## src/rtl/alu_seq.sv

```systemverilog
// Registered ALU: single-cycle logic/arith ops plus a shift-add multiplier that
// takes WIDTH steps. Results and flags are held until the next done pulse.
module alu_seq #(
  parameter int unsigned WIDTH = 8,
  parameter int unsigned SHW   = 3
) (
  input  logic             clk_i,
  input  logic             rst_ni,
  input  logic             start_i,
  input  logic [2:0]       alu_op_i,
  input  logic [WIDTH-1:0] a_i,
  input  logic [WIDTH-1:0] b_i,
  output logic             ready_o,
  output logic             done_o,
  output logic [WIDTH-1:0] result_o,
  output logic             zero_o,
  output logic             negative_o,
  output logic             carry_o,
  output logic             overflow_o
);

  typedef enum logic [2:0] {
    OpAdd, OpSub, OpAnd, OpOr, OpXor, OpShl, OpShr, OpMul
  } op_e;

  typedef enum logic {StIdle, StMul} state_e;

  localparam logic [SHW:0] LastStep = (SHW+1)'(WIDTH - 1);

  state_e                 state_q, state_d;
  logic [WIDTH-1:0]       result_q, result_d;
  logic                   zero_q, zero_d, neg_q, neg_d;
  logic                   carry_q, carry_d, ovf_q, ovf_d;
  logic                   done_q, done_d;
  logic [2*WIDTH-1:0]     acc_q, acc_d, mcand_q, mcand_d;
  logic [WIDTH-1:0]       mplier_q, mplier_d;
  logic [SHW:0]           cnt_q, cnt_d;

  op_e                    op;
  logic [WIDTH:0]         sum_ext;
  logic [WIDTH-1:0]       b_opnd;
  logic [WIDTH-1:0]       alu_res;
  logic                   alu_c, alu_v;
  int unsigned            shamt;
  logic [2*WIDTH-1:0]     acc_step;

  assign op = op_e'(alu_op_i);

  // Single-cycle datapath; SUB reuses the adder with inverted B and carry-in.
  always_comb begin
    alu_res = '0;
    alu_c   = 1'b0;
    alu_v   = 1'b0;
    b_opnd  = (op == OpSub) ? ~b_i : b_i;
    sum_ext = {1'b0, a_i} + {1'b0, b_opnd} + (WIDTH+1)'(op == OpSub);
    shamt   = 32'(b_i[SHW-1:0]) % WIDTH;
    unique case (op)
      OpAdd, OpSub: begin
        alu_res = sum_ext[WIDTH-1:0];
        // Carry-out of a + ~b + 1 is the inverse of the unsigned borrow.
        alu_c   = (op == OpSub) ? ~sum_ext[WIDTH] : sum_ext[WIDTH];
        alu_v   = (a_i[WIDTH-1] == b_opnd[WIDTH-1]) && (alu_res[WIDTH-1] != a_i[WIDTH-1]);
      end
      OpAnd:   alu_res = a_i & b_i;
      OpOr:    alu_res = a_i | b_i;
      OpXor:   alu_res = a_i ^ b_i;
      OpShl:   alu_res = a_i << shamt;
      OpShr:   alu_res = a_i >> shamt;
      default: alu_res = '0;
    endcase
  end

  // One shift-add step of the multiplier.
  always_comb begin
    acc_step = acc_q + (mplier_q[0] ? mcand_q : '0);
  end

  // Control FSM next state plus result/flag capture.
  always_comb begin
    state_d  = state_q;
    result_d = result_q;
    zero_d   = zero_q;
    neg_d    = neg_q;
    carry_d  = carry_q;
    ovf_d    = ovf_q;
    done_d   = 1'b0;
    acc_d    = acc_q;
    mcand_d  = mcand_q;
    mplier_d = mplier_q;
    cnt_d    = cnt_q;
    unique case (state_q)
      StIdle: begin
        if (start_i) begin
          if (op == OpMul) begin
            mcand_d  = {{WIDTH{1'b0}}, a_i};
            mplier_d = b_i;
            acc_d    = '0;
            cnt_d    = '0;
            state_d  = StMul;
          end else begin
            result_d = alu_res;
            zero_d   = (alu_res == '0);
            neg_d    = alu_res[WIDTH-1];
            carry_d  = alu_c;
            ovf_d    = alu_v;
            done_d   = 1'b1;
          end
        end
      end
      StMul: begin
        acc_d    = acc_step;
        mcand_d  = mcand_q << 1;
        mplier_d = mplier_q >> 1;
        cnt_d    = cnt_q + 1'b1;
        // The final step is folded into the result capture so done lands WIDTH edges later.
        if (cnt_q == LastStep) begin
          result_d = acc_step[WIDTH-1:0];
          zero_d   = (acc_step[WIDTH-1:0] == '0);
          neg_d    = acc_step[WIDTH-1];
          carry_d  = |acc_step[2*WIDTH-1:WIDTH];
          ovf_d    = 1'b0;
          done_d   = 1'b1;
          state_d  = StIdle;
        end
      end
      default: state_d = StIdle;
    endcase
  end

  // State registers; reset aborts any multiply in flight.
  always_ff @(posedge clk_i or negedge rst_ni) begin
    if (!rst_ni) begin
      state_q  <= StIdle;
      result_q <= '0;
      zero_q   <= 1'b0;
      neg_q    <= 1'b0;
      carry_q  <= 1'b0;
      ovf_q    <= 1'b0;
      done_q   <= 1'b0;
      acc_q    <= '0;
      mcand_q  <= '0;
      mplier_q <= '0;
      cnt_q    <= '0;
    end else begin
      state_q  <= state_d;
      result_q <= result_d;
      zero_q   <= zero_d;
      neg_q    <= neg_d;
      carry_q  <= carry_d;
      ovf_q    <= ovf_d;
      done_q   <= done_d;
      acc_q    <= acc_d;
      mcand_q  <= mcand_d;
      mplier_q <= mplier_d;
      cnt_q    <= cnt_d;
    end
  end

  assign ready_o    = (state_q == StIdle);
  assign done_o     = done_q;
  assign result_o   = result_q;
  assign zero_o     = zero_q;
  assign negative_o = neg_q;
  assign carry_o    = carry_q;
  assign overflow_o = ovf_q;

endmodule

```

## config.mk

```make
export PLATFORM = sky130hd
export DESIGN_NAME = alu_seq
export DESIGN_NICKNAME = d
export VERILOG_FILES = /design/src/rtl/alu_seq.sv
export SDC_FILE = /design/constraint.sdc
export NUM_CORES = 1
export LEC_CHECK = 0
export ABC_AREA = 1
export BUFFER_PORTS_ARGS = -buffer_cell sky130_fd_sc_hd__buf_2
export CORE_MARGIN = 8
export CORE_UTILIZATION = 30
export DETAILED_ROUTE_END_ITERATION = 10
export HOLD_SLACK_MARGIN = 0.03
export PLACE_DENSITY = 0.52
export SYNTH_ARGS = -nofsm -noshare
export SYNTH_HDL_FRONTEND = slang
export SYNTH_SLANG_ARGS = --single-unit
```

## constraint.sdc

```tcl
create_clock -name clk_i -period 2.22 [get_ports clk_i]
set_input_delay 0.111 -clock clk_i [delete_from_list [all_inputs] [get_ports clk_i]]
set_output_delay 0.111 -clock clk_i [all_outputs]
set_load 0.01 [all_outputs]
```

==> flow_summary_export.csv <==
group,metric,value,unit
grt,antenna_found_initial,0,
finish,drive_gt1_frac,0.2877,
grt,grt_max_degree,38,
synth,synthCells,704,
placement,post-place-ws,-210.1,ps
die,coreArea,15830,µm²
setup_path,path_class,"flop to flop",
synth,synth_most_common_cell,"nand2_1",
power,leakagePower,3.277,nW
grt,grt.overflow.total,0,
synth,synth_fp_nets,768,
setup_path,cp.arrival,2470,ps
synth,yosysTopAreaCell,"dfrtp_1",
min_path,hold_path_class,"primary input to flop",
synth,synth_warnings,0,
placement,hpwl,10.90,mm
setup_path,crit_path_top_delay_cell,"dfrtp_2",
setup_path,critPathLaunchType,"flop",
power,p_per_area,1176,nW/µm²
synth,synth_seq_cells,57,
die,rows,46,
clock_network,clkTransAtPathRegs,50,ps
grt,use_met1,0.1995,
status,status,"finished with violations",
clock_network,cts_buffers,9,
synth,synth_edf_count,0,
placement,io_buffers,35,
clock_network,cts-root-buf,"clkbuf_16",
synth,ys.flop_type,"dfrtp_1",
sta,setup_ws,-32.77,ps
grt,grt_usage,0.1461,
grt,grt_util_met2,0.2305,
sta,worstMarginPinSlew,595.4,ps
setup_path,path_cells,"nand2_1 -> inv_1 -> ha_1 -> nand2_1 -> nor2_2 -> nand3_4 -> nand3_1 -> nand2_1 -> nand2_1 -> nand2_1 -> nor2_2 -> nand2_1 -> nand2_1 -> nand2_1 -> nand2_1 -> nand2_1",
finish,nets,869,
sta,setup_viol,2,
setup_path,cp_data_required_time,2440,ps
routing,drtIter0Drc,264,
finish,n_antenna_cell,0,
routing,drc,0,
setup_path,crit_path_end_kind,"flop",
routing,avgViaCountPerCell,4.633,
synth,synth.avg_cell_area,6.855,µm²
die,initial_core_util,0.3049,
clock_network,tritoncts,"yes",
clock_network,clkLatencyLatePin,330,ps
die,die_y,142.8,µm
status,violations,"setup timing",
setup_path,cpPeakStageDelay,470,ps
synth,synthDistinctLibCells,46,
synth,synth_top_area_frac,0.2956,
clock_network,clock-sinks,57,
setup_path,cpMostUsedCell,"nand2_1",
placement,dp_cells,997,
routing,drtPass1Iterations,4,
grt,grt_first_pass_wirelength,23.58,mm
synth,ys_top_cells_by_count,"nand2_1, inv_1, nor2_1",
sta,fin_crit_sh,1.015,
clock_network,h-tree-depth,3,
synth,synth_area_leaders,"dfrtp_1, nand2_1, ha_1",
synth,async_flop_share,1.000,
clock_network,ctsLongestPathBuffers,2,
finish,fin_util,0.4115,
die,dieArea,20400,µm²
power,finalPower,0.007662,W
placement,routabilityCongestion,0.9509,
sta,period_minus_slack,2253,ps
synth,ys_seq_area_frac,0.2956,
setup_path,path_buf_inv,1,
sta,rsz0062_at_grt,"yes",
sta,hold_violations,0,
synth,syn_area,4826,µm²
sta,slew-limit-headroom,0.6031,
sta,fin_skew,6.517,ps
setup_path,crit_family,"simple AND/OR/NAND/NOR gates",
routing,antenna_left,0,
routing,avgRoutedWirePerCell,14.08,µm
die,io_pins,36,
routing,vias,4753,
placement,dpl_cell_area,5673,µm²
setup_path,crit_fanout,8,
finish,final_cell_count_no_fill,1026,
routing,drt_wl_total,14.45,mm
sta,max_freq,443.9,MHz
run,cap_violations,0,
grt,use_met3,0.02504,
die,die_w,142.8,µm
grt,grt_pass1_vias,4604,
grt,busiest_layer,"met2",
finish,area_growth,34.98,%
finish,final_area,6514,µm²
sta,final_max_slew_viol_count,0,
power,vdd_drop_max,0.4804,mV
path summary, 6_finish.rpt:
check	end	slack (ps)	cells past startpoint	start
setup / recovery	carry_o	-30	16	mplier_q[0]
hold / removal	mplier_q[3]	90	3	b_i[3]
setup reg to reg	carry_o	-30	16	mplier_q[0]
hold reg to reg	mcand_q[15]	490	2	mcand_q[15]
max in group asynchronous	mplier_q[0]	1300	3	rst_ni
min in group asynchronous	acc_q[15]	320	2	rst_ni
sequential cells by signal (all words and copies together), names as in the netlist:
signal      cells
result_o        8
cnt_q           4
done_o          1
overflow_o      1
carry_o         1
mcand_q        16
zero_o          1
acc_q          16
mplier_q        8
state_q         1
cells by family after synthesis:
| family | Yosys count | synth area share |
|---|---|---|
| simple gates | 363 | 0.3272 |
| buf+inv | 117 | 0.09982 |
| compound gates | 106 | 0.1294 |
| flops | 57 | 0.2956 |
| fa+ha+maj | 42 | 0.1120 |
| xor+xnor | 19 | 0.03604 |
report_power, final:
part           internal (W)  total (W)  switching (W)
Sequential          0.00145    0.00180       0.000348
Combinational       0.00212    0.00434        0.00222
Clock               0.00104    0.00152       0.000485
layer usage:
layer  vias to the layer above  share of wire
met5                         -              0
met4                         0          0.014
met3                        15          0.040
met2                        83           0.45
met1                      2172           0.49
li1                       2483              -
cell type report:
| type | count | area, µm² |
|---|---|---|
| clock buffers | 11 | 252.7 |
| clock inverters | 5 | 77.57 |
| fillers | 1638 | 9314 |
| inverters | 94 | 361.6 |
| multi-input cells | 530 | 3329 |
| flip-flops and latches | 57 | 1428 |
| well taps | 216 | 270.3 |
| repair buffers | 113 | 794.5 |
worst register-to-register path: stages, from the launching register on:
cell and delay, ps:
dfrtp_2 470, nand2_1 90, inv_1 50, ha_1 380, nand2_1 170, nor2_2 220
nand3_4 100, nand3_1 90, nand2_1 50, nand2_1 80, nand2_1 70, nor2_2 130
nand2_1 60, nand2_1 50, nand2_1 50, nand2_1 50, nand2_1 50
placed cells by master (no fill, tap or decap), drive strengths merged, types with 12 or more instances in the layout:
cell   count
a21oi     27
a31oi     12
buf      112
dfrtp     57
ha        40
inv       92
nand2    215
nand3     60
nor2      68
o21ai     39
xor2      15
timing repair:
item / in CTS / in global routing
endpoints found under the setup margin: 5 / 6
buffers inserted: 10 / 4
hold endpoints to repair: 24 / 0
hold buffers: 1 / 0
cloned: 0 / 0
gates resized for setup: 54 / 41
pin swaps: 20 / 26
per-stage QoR:
step                      hold slack (ps)  setup TNS, ps
after detailed placement            150.4         -584.8
after global routing                95.12         -457.7
after floorplan                    -184.6              0
final                               85.56         -33.79
after global placement              155.1         -454.2
after CTS                           74.82         -22.43
No activity file was read; power rests on OpenSTA's default activity.
